**src/rtl/cdf_scan_controller_if.sv**
```systemverilog
// Histogram read, divider and LUT write ports of the CDF scan controller.
// master = controller side, slave = memories/divider side.
interface cdf_scan_controller_if #(
  parameter int ADDR_W = 8,
  parameter int DATA_W = 32
);
  logic              hist_rd_en;
  logic [ADDR_W-1:0] hist_addr;
  logic [DATA_W-1:0] hist_rdata;
  logic [DATA_W-1:0] cdf_in;
  logic [DATA_W-1:0] cdf_min;
  logic              div_en;
  logic [DATA_W-1:0] g_out;
  logic              ready_g_out;
  logic              lut_we;
  logic [ADDR_W-1:0] lut_addr;
  logic [7:0]        lut_wdata;

  modport master (
    output hist_rd_en, hist_addr, cdf_in, cdf_min, div_en, lut_we, lut_addr, lut_wdata,
    input  hist_rdata, g_out, ready_g_out
  );

  modport slave (
    input  hist_rd_en, hist_addr, cdf_in, cdf_min, div_en, lut_we, lut_addr, lut_wdata,
    output hist_rdata, g_out, ready_g_out
  );
endinterface

```
**src/rtl/cdf_scan_controller.sv**
```systemverilog
// Histogram-equalisation scan: finds cdf_min, streams cumulative counts to the
// divider one bin at a time and writes saturated quotients into the remap LUT.
module cdf_scan_controller #(
  parameter int BINS   = 256,
  parameter int ADDR_W = 8,
  parameter int DATA_W = 32
) (
  input  logic                 clk,
  input  logic                 reset,
  input  logic                 start,
  cdf_scan_controller_if.master bus,
  output logic                 busy,
  output logic                 done
);

  typedef enum logic [3:0] {
    IDLE, MIN_RD, MIN_CHK, SCAN_RD, SCAN_ACC, DIV_SETUP,
    DIV_GO, DIV_WAIT, WRITE, ZERO_FILL, DONE
  } state_t;

  localparam logic [ADDR_W-1:0] LAST_IDX = ADDR_W'(BINS - 1);

  state_t            state_q, state_d;
  logic [ADDR_W-1:0] idx_q, idx_d;
  logic [DATA_W-1:0] acc_q, acc_d;
  logic [DATA_W-1:0] cdf_min_q, cdf_min_d;
  logic [7:0]        wdata_q, wdata_d;
  logic [DATA_W-1:0] acc_sum;
  logic [7:0]        g_sat;

  assign acc_sum = acc_q + bus.hist_rdata;
  assign g_sat   = (|bus.g_out[DATA_W-1:8]) ? 8'hFF : bus.g_out[7:0];

  // The accumulator register doubles as the divider operand, so it is
  // naturally stable from DIV_SETUP until the next bin is read.
  assign bus.cdf_in  = acc_q;
  assign bus.cdf_min = cdf_min_q;

  always_ff @(posedge clk) begin
    if (reset) begin
      state_q   <= IDLE;
      idx_q     <= '0;
      acc_q     <= '0;
      cdf_min_q <= '0;
      wdata_q   <= '0;
    end else begin
      state_q   <= state_d;
      idx_q     <= idx_d;
      acc_q     <= acc_d;
      cdf_min_q <= cdf_min_d;
      wdata_q   <= wdata_d;
    end
  end

  always_comb begin
    state_d   = state_q;
    idx_d     = idx_q;
    acc_d     = acc_q;
    cdf_min_d = cdf_min_q;
    wdata_d   = wdata_q;
    case (state_q)
      IDLE: begin
        if (start) begin
          state_d   = MIN_RD;
          idx_d     = '0;
          acc_d     = '0;
          cdf_min_d = '0;
        end
      end
      MIN_RD:  state_d = MIN_CHK;
      MIN_CHK: begin
        if (bus.hist_rdata != '0) begin
          cdf_min_d = bus.hist_rdata;
          idx_d     = '0;
          state_d   = SCAN_RD;
        end else if (idx_q == LAST_IDX) begin
          idx_d   = '0;
          state_d = ZERO_FILL;
        end else begin
          idx_d   = idx_q + ADDR_W'(1);
          state_d = MIN_RD;
        end
      end
      SCAN_RD: state_d = SCAN_ACC;
      SCAN_ACC: begin
        acc_d = acc_sum;
        // Leading empty bins map to 0 without a divide.
        if (acc_sum == '0) begin
          wdata_d = '0;
          state_d = WRITE;
        end else begin
          state_d = DIV_SETUP;
        end
      end
      DIV_SETUP: state_d = DIV_GO;
      DIV_GO:    state_d = DIV_WAIT;
      DIV_WAIT: begin
        if (bus.ready_g_out) begin
          wdata_d = g_sat;
          state_d = WRITE;
        end
      end
      WRITE, ZERO_FILL: begin
        if (idx_q == LAST_IDX) begin
          state_d = DONE;
        end else begin
          idx_d   = idx_q + ADDR_W'(1);
          state_d = (state_q == WRITE) ? SCAN_RD : ZERO_FILL;
        end
      end
      DONE:    state_d = IDLE;
      default: state_d = IDLE;
    endcase
  end

  always_comb begin
    bus.hist_rd_en = (state_q == MIN_RD) || (state_q == SCAN_RD);
    bus.hist_addr  = bus.hist_rd_en ? idx_q : '0;
    bus.div_en     = (state_q == DIV_GO);
    bus.lut_we     = (state_q == WRITE) || (state_q == ZERO_FILL);
    bus.lut_addr   = bus.lut_we ? idx_q : '0;
    bus.lut_wdata  = (state_q == WRITE) ? wdata_q : 8'h00;
    busy           = (state_q != IDLE);
    done           = (state_q == DONE);
  end

endmodule

```
**src/flat_wrapper.sv**
```systemverilog
// flat-port wrapper written by rule: the top's interface ports become plain ports
module cdf_scan_controller_flat 
#(
  parameter int BINS   = 256,
  parameter int ADDR_W = 8,
  parameter int DATA_W = 32
)
  (clk, reset, start, busy, done, bus_hist_rd_en, bus_hist_addr, bus_cdf_in, bus_cdf_min, bus_div_en, bus_lut_we, bus_lut_addr, bus_lut_wdata, bus_hist_rdata, bus_g_out, bus_ready_g_out);
  cdf_scan_controller_if #(.ADDR_W(ADDR_W), .DATA_W(DATA_W)) bus_i ();
  input  logic clk;
  input  logic reset;
  input  logic start;
  output logic busy;
  output logic done;
  output wire logic [$bits(bus_i.hist_rd_en)-1:0] bus_hist_rd_en;
  output wire logic [$bits(bus_i.hist_addr)-1:0] bus_hist_addr;
  output wire logic [$bits(bus_i.cdf_in)-1:0] bus_cdf_in;
  output wire logic [$bits(bus_i.cdf_min)-1:0] bus_cdf_min;
  output wire logic [$bits(bus_i.div_en)-1:0] bus_div_en;
  output wire logic [$bits(bus_i.lut_we)-1:0] bus_lut_we;
  output wire logic [$bits(bus_i.lut_addr)-1:0] bus_lut_addr;
  output wire logic [$bits(bus_i.lut_wdata)-1:0] bus_lut_wdata;
  input wire logic [$bits(bus_i.hist_rdata)-1:0] bus_hist_rdata;
  input wire logic [$bits(bus_i.g_out)-1:0] bus_g_out;
  input wire logic [$bits(bus_i.ready_g_out)-1:0] bus_ready_g_out;
  assign bus_hist_rd_en = bus_i.hist_rd_en;
  assign bus_hist_addr = bus_i.hist_addr;
  assign bus_cdf_in = bus_i.cdf_in;
  assign bus_cdf_min = bus_i.cdf_min;
  assign bus_div_en = bus_i.div_en;
  assign bus_lut_we = bus_i.lut_we;
  assign bus_lut_addr = bus_i.lut_addr;
  assign bus_lut_wdata = bus_i.lut_wdata;
  assign bus_i.hist_rdata = bus_hist_rdata;
  assign bus_i.g_out = bus_g_out;
  assign bus_i.ready_g_out = bus_ready_g_out;
  cdf_scan_controller #(.BINS(BINS), .ADDR_W(ADDR_W), .DATA_W(DATA_W)) u_core (.clk(clk), .reset(reset), .start(start), .bus(bus_i), .busy(busy), .done(done));
endmodule
```
**config.mk**
```make
export PLATFORM = sky130hd
export DESIGN_NAME = cdf_scan_controller_flat
export DESIGN_NICKNAME = d
export VERILOG_FILES = /design/src/rtl/cdf_scan_controller_if.sv /design/src/rtl/cdf_scan_controller.sv /design/src/flat_wrapper.sv
export SDC_FILE = /design/constraint.sdc
export NUM_CORES = 1
export LEC_CHECK = 0
export ABC_CLOCK_PERIOD_IN_PS = 4400
export BUFFER_PORTS_ARGS = -buffer_cell sky130_fd_sc_hd__buf_2
export CAP_MARGIN = 20
export CORE_MARGIN = 2
export CORE_UTILIZATION = 40
export DETAILED_ROUTE_END_ITERATION = 7
export SLEW_MARGIN = 5
export SYNTH_ARGS = -nofsm -noshare
export SYNTH_HDL_FRONTEND = slang
export SYNTH_SLANG_ARGS = --single-unit
```
**constraint.sdc**
```tcl
create_clock -name clk -period 4.4 [get_ports clk]
set_clock_uncertainty 0.2 [all_clocks]
set_input_delay 0.66 -clock clk [delete_from_list [all_inputs] [get_ports clk]]
set_output_delay 0.66 -clock clk [all_outputs]
set_load 0.05 [all_outputs]
```
# Word-level counts from Yosys, hierarchy flattened
# Index checks and enable logic that the tools add are counted.
[totals]
reg_bits = 84
input_bits = 68
out_inout_bits = 93
wordCells = 64
[op_classes]
addsub = 2
eq_ne = 16
muxes = 24
n_reduce_logical = 17
[op_table]
columns = ["cell", "n"]
rows = [
  ["one-hot mux 32 bit (2 select lines)", 2],
  ["two-way mux 8 bit", 10],
  ["two-way mux 32 bit", 2],
  ["one-hot mux 4 bit (9 select lines)", 1],
  ["adder 32 bit", 1],
  ["zero test 32 bit", 1],
  ["nonzero test 32 bit", 1],
  ["two-way mux 4 bit", 7],
  ["one-hot mux 8 bit (3 select lines)", 1],
  ["OR reduction 24 bit", 1],
  ["equality test 4 x 3 -> 1 bit, second input constant", 4],
  ["one-hot mux 8 bit (2 select lines)", 1],
  ["equality test 4 bit, second input constant", 3],
  ["AND reduction 3 bit", 3],
  ["adder 8 x 1 -> 8 bit, second input constant", 1],
  ["equality test 4 x 2 -> 1 bit, second input constant", 2],
  ["equality test 8 bit, second input constant", 1],
  ["!= test 2 bit, second input constant", 3],
  ["nonzero test 2 bit", 3],
  ["equality test 4 x 1 -> 1 bit, second input constant", 1],
  ["zero test 4 bit", 1],
  ["!= test 2 x 1 -> 1 bit, second input constant", 2],
  ["AND reduction 2 bit", 2],
  ["nonzero test 4 bit", 1],
  ["other kinds (3)", 4],
]

# Longest topological paths before layout
# Gate-level depths: netlist of the first run.
[depth]
depth_word = 4
mapped_depth = 12
depth_no_buf = 12

# Worst setup path before layout of the first run
# OpenSTA, ideal clock, no wires.
[synth_path]
kind = "input to register"
from = "input port bus_hist_rdata[0]"
to = "register u_core.wdata_q[0]"
setup_ps = 72
t_arrival_ps = 3664
t_required_ps = 4128
setup_slack_ps = 464
cell_stages = 12
n_path_buf = 0
cell_sequence = "ha_1 -> fa_1 -> a211o_1 -> a221o_2 -> and2_1 -> or3_1 -> a21oi_1 -> nand4b_1 -> nor4_2 -> or3b_4 -> nand2_8 -> mux2i_1"
[synth_between]
elab_chain_len = 4
[synth_lines]
columns = ["item", "line", "rtl"]
rows = [
  ["start: declaration", "flat_wrapper.sv:23", "input wire logic [$bits(bus_i.hist_rdata)-1:0] bus_hist_rdata;"],
  ["adder 32 bit", "cdf_scan_controller.sv:31", "assign acc_sum = acc_q + bus.hist_rdata;"],
  ["zero test 32 bit", "cdf_scan_controller.sv:88", "if (acc_sum == '0) begin"],
  ["!= test 2 x 1 -> 1 bit (no line)", "n/a", ""],
  ["AND reduction 3 bit (no line)", "n/a", ""],
  ["end signal: assignment", "cdf_scan_controller.sv:51", "wdata_q <= wdata_d;"],
  ["end: declaration", "cdf_scan_controller.sv:27", "logic [7:0] wdata_q, wdata_d;"],
]
# Every way passes these cells.
# A chain may end at the register's enable or synchronous reset.

# Worst setup path after layout of the first run
[layout_path]
from = "input port bus_hist_rdata[0]"
to = "register u_core.wdata_q[4]"
# The elaborated chain is that of the path after synthesis.

==> run summary, run 1 <==
hold_ws = 273 ps
DRT Wirelength = 18,800 um
# H-tree levels = 3
initial antenna violation count = 0
FF-to-FF setup slack = 330 ps
starting DRC count in detailed routing = 447
clock tree root driver cell = clkbuf_16
min Tclk post-route = 4190 ps
Synth warnings = 0
FMAX = 0.238 GHz
r2r worst-path depth = 13
syn nets = 835
hold path startpoint = u_core.wdata_q[7]$_SDFFE_PP0P_
total number of vias = 6,308
design area = 7150 um^2
Detailed Place HPWL = 14,400 um
Final nets = 987
mean area per synthesized cell = 7.94 um^2
Synth Area in Simple Gates = 27.4%
row count = 44
EDFF count, synth = 0
routability cong. = 0.922
gr usage total = 23.8%
CTS sink cnt = 84
largest family of logic cells by synthesized area = compound AO/OA/AOI/OAI gates
most frequent cells in the layout = 160 x buf_2, 111 x nor2_1, 84 x dfxtp_1
Hold Violations, Final = 0
max-slew violations = 0
worst hold path class = reg -> reg
TritonCTS Buffers = 9
die area = 15,500 um^2
#FFs+latches synth = 84
area of the multi-input gates = 3950 um^2
first-pass GRT wire length = 30,400 um
final setup fails = 0
largest net degree at the start of global routing = 46
final cell count without fillers = 1,075
Wirelength per Cell = 17.5 um
PortBufs = 160
outcome = finished, final reports clean
Crit. End Element = register
layout cells sized above 1 = 25.6%
Max clock buf depth = 2
Worst Path Max Fanout = 8
clk_lat worst skew = 360 ps
Hold EP = u_core.wdata_q[7]$_SDFFE_PP0P_
ys flop type = dfxtp_1
setup TNS = 0 ps
Worst VDD drop = 0.000216 V
core box area = 14,400 um^2
TritonCTS clock tree = built
Worst Tran Pin Value = 870 ps
FF-to-FF Start = u_core.bus.cdf_in[0]$_SDFFE_PP0P_
RSZ-0062 raised after global routing = false
final core occ = 49.8%
crit start category = input port
post-synthesis cell count = 734
Fillers = 1,441
Die Y-Extent = 125 um
Initial Utilization = 40.6%
PwrDens = 394 nW/um^2
worst path required time = 4470 ps
relative slew slack = 41.9%
DRC errors left = 0
Area growth syn-to-layout = 22.8%
clk slew on worst S/H paths = 70 ps
Hold Crit Depth = 2
Via density = 5.87
post-synthesis sequential area ratio = 28.9%
adder-cell share of the synthesized area = 7.21%
Lkg Pwr = 3.25 nW
Compound-Gate Fraction of Synth Area = 27.5%
Top Ports = 161
maxcap violations = 0
ant diodes = 0
reg2reg end = u_core.wdata_q[4]$_SDFFE_PP0P_
global route overflow = 0
DRT antenna net count = 0
critical path class = in -> reg
leading cell type in the layout, fill and taps excluded = buf_2
final period utilization = 95.3%
first drt pass iteration count = 5
FF/Latch Area = 1680 um^2
placed inst area = 6850 um^2
multiplexer area fraction after synthesis = 1.93%
CP arrival = 4270 ps
ys async rst share = 0%
count of cell types in the netlist = 83
mapped cell area = 5830 um^2
vias in the first global route = 5,850
Cells after DPL = 1,058
Post-Synth XOR/XNOR Area = 3.46%
Post CTS Setup Buffer Count = 0
Die W = 125 um
==> cells in the mapped netlist, types with 3 or more instances <==
| cell | number | area, um^2 |
|---|---|---|
| nor2_1 | 112 | 420 |
| dfxtp_1 | 84 | 1680 |
| a22oi_1 | 56 | 420 |
| nand2_1 | 47 | 176 |
| a21oi_1 | 41 | 205 |
| ha_1 | 32 | 400 |
| o21ai_0 | 30 | 150 |
| clkbuf_1 | 29 | 109 |
| and2_1 | 24 | 150 |
| nor4_1 | 20 | 125 |
| and3_1 | 15 | 93.8 |
| nor3_1 | 15 | 75.1 |
| nand4_1 | 14 | 87.6 |
| xor2_1 | 13 | 114 |
| inv_1 | 11 | 41.3 |
| a21o_1 | 10 | 75.1 |
| nand2b_1 | 10 | 62.6 |
| xnor2_1 | 10 | 87.6 |
| mux2i_1 | 9 | 90.1 |
| o211ai_1 | 9 | 67.6 |
| a311oi_1 | 7 | 61.3 |
| buf_2 | 7 | 35.0 |
| nand3_1 | 7 | 35.0 |
| o21a_1 | 7 | 52.6 |
| a211oi_1 | 6 | 45.0 |
| a211o_1 | 5 | 43.8 |
| a31oi_1 | 5 | 31.3 |
| nor2b_1 | 5 | 31.3 |
| o31ai_1 | 5 | 37.5 |
| or3_1 | 5 | 31.3 |
| a21boi_0 | 4 | 30.0 |
| o21bai_1 | 4 | 30.0 |
| or2_2 | 4 | 25.0 |
| nand3b_1 | 3 | 22.5 |
| nor3b_1 | 3 | 22.5 |
| o2111ai_1 | 3 | 26.3 |
| o21ai_1 | 3 | 15.0 |
==> cells by family after synthesis <==
logic type	Yosys count
adder cells (fa/ha/maj)	33
buffers and inverters	50
multiplexers	11
AND/OR/NAND/NOR	307
AO/OA/AOI/OAI	226
flip-flops	84
XOR/XNOR	23
==> state kept, by name, summed over array words and instances (netlist names) <==
signal              flops
u_core.state_q          4
u_core.wdata_q          8
u_core.bus.cdf_in      32
u_core.bus.cdf_min     32
u_core.idx_q            8
==> worst max-delay path by stage <==
| stage | from | end | slack [ps] | cells after the start |
|---|---|---|---|---|
| after floorplan | bus_hist_rdata[0] | u_core.wdata_q[0]$_SDFFE_PP0P_ | 460 | 12 |
| after global placement | bus_hist_rdata[0] | u_core.wdata_q[6]$_SDFFE_PP0P_ | 40 | 14 |
| after detailed placement | bus_hist_rdata[0] | u_core.wdata_q[4]$_SDFFE_PP0P_ | -70 | 14 |
| after CTS | bus_hist_rdata[0] | u_core.wdata_q[4]$_SDFFE_PP0P_ | 290 | 14 |
| after global routing | bus_hist_rdata[0] | u_core.wdata_q[1]$_SDFFE_PP0P_ | 60 | 14 |
| final | bus_hist_rdata[0] | u_core.wdata_q[4]$_SDFFE_PP0P_ | 210 | 14 |
==> timing repair <==
item	CTS	global route
resized for setup	0	1
endpoints found under the setup margin	0	6
hold buffers	0	0
==> worst max-delay path, stage by stage <==
cell	delay (ps)
buf_2	120
ha_1	230
fa_1	400
a211o_1	340
a221o_2	400
a22oi_1	290
a211o_1	190
a211o_1	150
nor4b_1	420
buf_4	190
o211ai_2	70
or3b_4	450
nand2_8	120
mux2i_1	210
==> routing by layer <==
layer	GRT usage, %	part of all wire, %	vias up
met1	31.9	46	2996
met2	38.8	46	227
met3	4.73	6.1	27
met5	0	0	-
met4	7.20	2.0	0
li1	-	-	3058
==> power breakdown <==
group	leakage (nW)	internal, W	total (W)	switching [W]
clock	0.146	0.000458	0.000788	0.000330
combinational	2.43	0.000328	0.00112	0.000790
sequential	0.680	0.000838	0.000916	0.0000774
total	3.25	0.00162	0.00282	0.00120
==> layout make-up <==
| class | instances | area share (%) |
|---|---|---|
| inverter | 11 | 0.577 |
| multi-input combinational | 600 | 55.2 |
| clock buffer | 11 | 3.39 |
| timing repair buffer | 180 | 13.3 |
| sequential | 84 | 23.5 |
| tap | 184 | 3.22 |
| clock inverter | 5 | 0.839 |
==> through the flow <==
| stage | worst slack, ps | power (W) |
|---|---|---|
| after floorplan | 464 | 0.00173 |
| after global placement | 42.6 | 0.00202 |
| after detailed placement | -70.9 | 0.00204 |
| after CTS | 286 | 0.00283 |
| after global routing | 58.3 | 0.00297 |
| final | 206 | 0.00282 |
No activity file was read; power rests on OpenSTA's default activity.
==> run 2, diff against run 1 <==
--- a/config.mk
+++ b/config.mk
@@ -8,9 +8,9 @@
 export ABC_CLOCK_PERIOD_IN_PS = 4400
 export BUFFER_PORTS_ARGS = -buffer_cell sky130_fd_sc_hd__buf_2
 export CAP_MARGIN = 20
-export CORE_MARGIN = 2
 export CORE_UTILIZATION = 40
 export DETAILED_ROUTE_END_ITERATION = 7
+export GPL_TIMING_DRIVEN = 0
 export SLEW_MARGIN = 5
 export SYNTH_ARGS = -nofsm -noshare
 export SYNTH_HDL_FRONTEND = slang
==> constraint.sdc (replaced) <==
create_clock -name clk -period 4.4 [get_ports clk]
set_clock_uncertainty 0.2 [all_clocks]
set_input_delay 0.88 -clock clk [delete_from_list [all_inputs] [get_ports clk]]
set_output_delay 0.88 -clock clk [all_outputs]
set_load 0.05 [all_outputs]
==> run 2 against run 1 <==
  * Clock power is essentially flat
  * Hold slack gained 2.4 ps
  * Clock-buffer cell count shrank 1
  * Sequential share of layout area shrank 0.30 points
  * Die area shrank 3.2%
  * Critical endpoint is now u_core.wdata_q[5]$_SDFFE_PP0P_
  * Largest cell class unchanged
  * Largest power group unchanged
==> run summary, run 2 (synthesis gave the netlist of run 1 again) <==
clk slew on worst S/H paths = 60 ps (about the same)
Max clock buf depth = 2 (unchanged)
CP arrival = 4380 ps (+110 ps)
layout cells sized above 1 = 24.9% (-0.67 points)
worst path required time = 4470 ps (about the same)
final setup fails = 0 (unchanged)
crit start category = input port
DRT antenna net count = 0 (unchanged)
Hold Violations, Final = 0 (unchanged)
ant diodes = 0 (unchanged)
Lkg Pwr = 3.29 nW (+1.2%)
relative slew slack = 35.4% (-6.5 points)
TritonCTS clock tree = built
clk_lat worst skew = 360 ps (about the same)
FMAX = 0.232 GHz (-2.6%)
PortBufs = 160 (unchanged)
clock tree root driver cell = clkbuf_16
PwrDens = 395 nW/um^2 (about the same)
core box area = 14,000 um^2 (-2.3%)
total number of vias = 6,437 (+2.0%)
Final nets = 1,012 (+2.5%)
DRT Wirelength = 19,700 um (+4.4%)
initial antenna violation count = 0 (unchanged)
Worst VDD drop = 0.000222 V (+2.8%)
Die W = 123 um (-1.6%)
Worst Tran Pin Value = 956 ps (+86.6 ps)
Via density = 5.88 (+0.18%)
worst hold path class = reg -> reg
maxcap violations = 0 (unchanged)
final cell count without fillers = 1,095 (+1.9%)
Top Ports = 161 (unchanged)
# H-tree levels = 3 (unchanged)
FF-to-FF setup slack = 400 ps (+70 ps)
starting DRC count in detailed routing = 513 (+15%)
Wirelength per Cell = 18.0 um (+2.5%)
Initial Utilization = 41.5% (+0.94 points)
gr usage total = 25.8% (+1.9 points)
first-pass GRT wire length = 29,900 um (-1.5%)
row count = 43 (-2.3%)
Fillers = 1,406 (-2.4%)
largest net degree at the start of global routing = 15 (-67%)
routability cong. = 0.915 (-0.81%)
most frequent cells in the layout = 167 x buf_2, 112 x nor2_1, 84 x dfxtp_1
max-slew violations = 0 (unchanged)
setup TNS = 0 ps (unchanged)
final core occ = 51.6% (+1.8 points)
Cells after DPL = 1,074 (+1.5%)
die area = 15,100 um^2 (-3.2%)
global route overflow = 0 (unchanged)
Detailed Place HPWL = 15,500 um (+7.4%)
leading cell type in the layout, fill and taps excluded = buf_2
vias in the first global route = 5,770 (-1.4%)
final period utilization = 97.9% (+2.5 points)
CTS sink cnt = 84 (unchanged)
Area growth syn-to-layout = 24.4%
TritonCTS Buffers = 9 (unchanged)
Die Y-Extent = 123 um (-1.6%)
Worst Path Max Fanout = 8 (unchanged)
first drt pass iteration count = 5 (unchanged)
hold buffers post-CTS = 0 (unchanged)
critical path class = in -> reg
Crit. End Element = register
DRC errors left = 0 (unchanged)
min Tclk post-route = 4310 ps (+112 ps)
outcome = finished, final reports clean
-- run 2: cell count changes in the layout (fill, tap and decap cells not counted), sizes merged --
cell,previous run,this run
clkbuf,12,39
buf,179,176
-- run 2: critical path, cell delays in order --
cell and delay [ps]:
buf_2 120, ha_2 200, fa_2 350, a211o_1 300, a221o_2 420, xor2_1 180, nor4_1 370, nor4b_4 270
nand4b_1 230, nor4_4 220, or3b_4 460, nand2_8 130, mux2i_2 230
-- run 2: final cells by class --
| class | instances | area, um^2 | area share [%] |
|---|---|---|---|
| Timing Repair Buffer | 166 | 846 | 11.7 |
| Clock buffer | 10 | 239 | 3.30 |
| Tap cell | 180 | 225 | 3.11 |
| Multi-Input combinational cell | 600 | 3980 | 55.0 |
| Inverter | 11 | 41.3 | 0.570 |
| Sequential cell | 84 | 1680 | 23.2 |
| Clock inverter | 5 | 60.1 | 0.829 |
| Buffer | 39 | 170 | 2.35 |
-- run 2: metrics by stage --
| stage | instance area [um^2] | total power [W] | hold slack (ps) | worst slack (ps) |
|---|---|---|---|---|
| 2_1_floorplan | 5830 | 0.00173 | 243 | 244 |
| 3_3_place_gp | 6850 | 0.00204 | 258 | -274 |
| 3_5_place_dp | 6850 | 0.00206 | 266 | -344 |
| 4_1_cts | 7150 | 0.00285 | 277 | 34.0 |
| 5_1_grt | 7250 | 0.00299 | 290 | -46.5 |
| 6_report | 7250 | 0.00286 | 275 | 94.0 |
-- run 2: power breakdown --
part	internal, W	switching [W]
Combinational	0.000330	0.000846
Clock	0.000454	0.000336
Sequential	0.000838	0.0000556
-- run 2: worst paths after layout --
path	start	cells past startpoint	endpoint
setup / recovery	bus_hist_rdata[0]	13	u_core.wdata_q[5]$_SDFFE_PP0P_
hold reg to reg	u_core.wdata_q[2]$_SDFFE_PP0P_	2	u_core.wdata_q[2]$_SDFFE_PP0P_
hold / removal	u_core.wdata_q[2]$_SDFFE_PP0P_	2	u_core.wdata_q[2]$_SDFFE_PP0P_
setup reg to reg	u_core.bus.cdf_in[0]$_SDFFE_PP0P_	12	u_core.wdata_q[5]$_SDFFE_PP0P_
-- run 2: what timing repair did --
| item | 4_1_cts | 5_1_grt |
|---|---|---|
| setup buffers | 0 | 6 |
| setup endpoints to repair | 0 | 11 |
| gates resized for setup | 0 | 9 |
-- run 2: per-layer routing --
layer / share of wire (%) / routed length (um) / up-vias / track usage, %
li1: - / - / 3104 / -
met1: 46 / 9100 / 3077 / 35.6
met2: 46 / 8990 / 233 / 40.9
met3: 6.0 / 1170 / 23 / 3.30
met4: 2.0 / 399 / 0 / 9.22
met5: 0 / 0 / - / 0
==> run 3, diff against run 2 <==
--- a/config.mk
+++ b/config.mk
@@ -11,6 +11,7 @@
 export CORE_UTILIZATION = 40
 export DETAILED_ROUTE_END_ITERATION = 7
 export GPL_TIMING_DRIVEN = 0
+export PLACE_DENSITY = 0.73
 export SLEW_MARGIN = 5
 export SYNTH_ARGS = -nofsm -noshare
 export SYNTH_HDL_FRONTEND = slang
==> run 3 against run 2 <==
  * Clock power increased by 3.5%
  * Setup slack improved by 9.0 ps
  * Via count decreased by 2.4%
  * Total power increased by 0.41%
  * Utilization decreased by 0.32 points
  * Global-route usage decreased by 0.65 points
  * Register-to-register slack improved by 30 ps
  * Hold slack got worse by 3.1 ps
  * First-iteration DRC count increased by 4.1%
  * Combinational power about the same
  * Critical path depth unchanged
  * Design area decreased by 0.62%
  * Highest routed layer unchanged
==> run summary, run 3 (synthesis gave the netlist of run 1 again) <==
Die W = 123 um (unchanged)
r2r worst-path depth = 12 (unchanged)
Worst VDD drop = 0.000219 V (-1.3%)
worst path required time = 4470 ps (about the same)
total power = 0.00287 W (+0.41%)
Initial Utilization = 41.5% (unchanged)
Top Ports = 161 (unchanged)
Sequential Power Share = 31.0% (-0.2 points)
CTS sink cnt = 84 (unchanged)
gr usage total = 25.1% (-0.65 points)
PwrDens = 399 nW/um^2 (+1.0%)
area of the multi-input gates = 3960 um^2 (-0.69%)
min Tclk post-route = 4300 ps (-8.99 ps)
Final nets = 1,007 (-0.49%)
critical path class = in -> reg
TritonCTS clock tree = built
clk slew on worst S/H paths = 70 ps (about the same)
Crit. End Element = register
core box area = 14,000 um^2 (unchanged)
Detailed Place HPWL = 14,500 um (-6.4%)
die area = 15,100 um^2 (unchanged)
PortBufs = 160 (unchanged)
first-pass GRT wire length = 29,200 um (-2.3%)
initial antenna violation count = 0 (unchanged)
Wirelength per Cell = 17.1 um (-4.8%)
leading cell type in the layout, fill and taps excluded = buf_2
# H-tree levels = 3 (unchanged)
most frequent cells in the layout = 167 x buf_2, 112 x nor2_1, 84 x dfxtp_1
CP Cell Sequence = buf_2, ha_1, fa_1, a211o_1, a21o_1, a2111oi_2, a311oi_1, or2_0, nor4b_1, o211ai_2, or3b_4, nand2_8, mux2i_1
largest net degree at the start of global routing = 15 (unchanged)
global route overflow = 0 (unchanged)
clk_lat worst skew = 350 ps (about the same)
final cell count without fillers = 1,091 (-0.37%)
FMAX = 0.233 GHz (+0.21%)
hold_ws = 272 ps (-3.11 ps)
max-slew violations = 0 (unchanged)
Worst Path Max Fanout = 8 (unchanged)
Via density = 5.76 (-2.1%)
total number of vias = 6,281 (-2.4%)
relative slew slack = 45.6% (+10 points)
maxcap violations = 0 (unchanged)
crit start category = input port
TritonCTS Buffers = 9 (unchanged)
FF-to-FF setup slack = 430 ps (+30 ps)
starting DRC count in detailed routing = 534 (+4.1%)
sw power = 0.00122 W (-1.5%)
Area growth syn-to-layout = 23.6%
design area = 7200 um^2 (-0.62%)
FF/Latch Area = 1680 um^2 (unchanged)
clock network power share = 28.5% (+0.9 points)
CP arrival = 4370 ps (about the same)
Slowest cell on crit path = or3b_4
Comb pwr share = 40.5% (-0.6 points)
DRT Wirelength = 18,600 um (-5.2%)
FF-to-FF Start = u_core.bus.cdf_in[0]$_SDFFE_PP0P_
routability cong. = 0.944 (+3.2%)
final period utilization = 97.7% (-0.20 points)
DR WL met3 = 1080 um (-7.8%)
Internal = 0.00165 W (+1.9%)
final setup fails = 0 (unchanged)
Hold Violations, Final = 0 (unchanged)
top sig layer = met4
hold buffers post-CTS = 0 (unchanged)
Fillers = 1,393 (-0.92%)
Lkg Pwr = 3.27 nW (-0.77%)
CP Launch Point = bus_hist_rdata[0]
Cells after DPL = 1,074 (unchanged)
vias in the first global route = 5,675 (-1.6%)
Critical Path Sink = u_core.wdata_q[4]$_SDFFE_PP0P_
reg2reg end = u_core.wdata_q[4]$_SDFFE_PP0P_
placed inst area = 6850 um^2 (unchanged)
layout cells sized above 1 = 24.3% (-0.66 points)
Die Y-Extent = 123 um (unchanged)
outcome = finished, final reports clean
DRC errors left = 0 (unchanged)
RSZ-0062 raised after global routing = false
row count = 43 (unchanged)
sw frac = 42.4% (-0.84 points)
DRT antenna net count = 0 (unchanged)
worst hold path class = reg -> reg
clock tree root driver cell = clkbuf_16
ant diodes = 0 (unchanged)
wire length on met1 = 8730 um (-4.1%)
metal2 WL = 8310 um (-7.5%)
Worst Tran Pin Value = 815 ps (-141 ps)
Max clock buf depth = 2 (unchanged)
first drt pass iteration count = 7 (+2)
CP peak stage delay = 460 ps (about the same)
## run 3: area by class of cell
type,count,area share [%]
clock inverters,4,0.764
flip-flops and latches,84,23.3
well taps,180,3.13
clock buffers,12,3.70
inverters,11,0.573
multi-input cells,600,54.9
repair buffers,161,11.2
plain buffers,39,2.36
## run 3: worst min path at each step
stage               slack, ps                            from                             end  cells after the start
finish                    270  u_core.wdata_q[6]$_SDFFE_PP0P_  u_core.wdata_q[6]$_SDFFE_PP0P_                      2
global route              300  u_core.wdata_q[5]$_SDFFE_PP0P_  u_core.wdata_q[5]$_SDFFE_PP0P_                      2
CTS                       270  u_core.wdata_q[6]$_SDFFE_PP0P_  u_core.wdata_q[6]$_SDFFE_PP0P_                      2
detailed placement        260  u_core.wdata_q[7]$_SDFFE_PP0P_  u_core.wdata_q[7]$_SDFFE_PP0P_                      2
global placement          260  u_core.wdata_q[5]$_SDFFE_PP0P_  u_core.wdata_q[5]$_SDFFE_PP0P_                      2
floorplan                 240  u_core.wdata_q[0]$_SDFFE_PP0P_  u_core.wdata_q[0]$_SDFFE_PP0P_                      2
## run 3: metrics by stage
stage,util (%),setup TNS (ps),worst slack [ps]
2_1_floorplan,-,0,244
3_3_place_gp,48.8,-1710,-213
3_5_place_dp,48.8,-1730,-241
4_1_cts,51.1,0,107
5_1_grt,51.3,0,0.131
6_report,51.3,0,103
## run 3: worst max-delay path, delay by kind of cell
| family | cells | cell delay (ps) |
|---|---|---|
| AOI/OAI and AO/OA | 5 | 1180 |
| adders and majority gates | 2 | 640 |
| buffers and inverters | 1 | 120 |
| muxes | 1 | 210 |
| and+or+nand+nor | 4 | 1310 |
## run 3: routing by layer
layer  up-vias  track usage [%]
met4         0             10.8
met2       234             38.8
met3        34             3.35
met1      2909             34.8
li1       3104                -
met5         -                0
## run 3: repair_timing
action / in CTS / in global routing
endpoints found under the setup margin: 0 / 8
gates resized for setup: 0 / 5
buffers inserted: 0 / 0
## run 3: power by group through the flow
stage / Sequential [W] / Clock [W] / Combinational (W)
after floorplan: 0.00112 / 0 / 0.000605
after global placement: 0.000907 / 0 / 0.00114
after detailed placement: 0.000907 / 0 / 0.00115
after CTS: 0.000891 / 0.000830 / 0.00115
after global routing: 0.000903 / 0.000862 / 0.00126
final: 0.000891 / 0.000819 / 0.00116
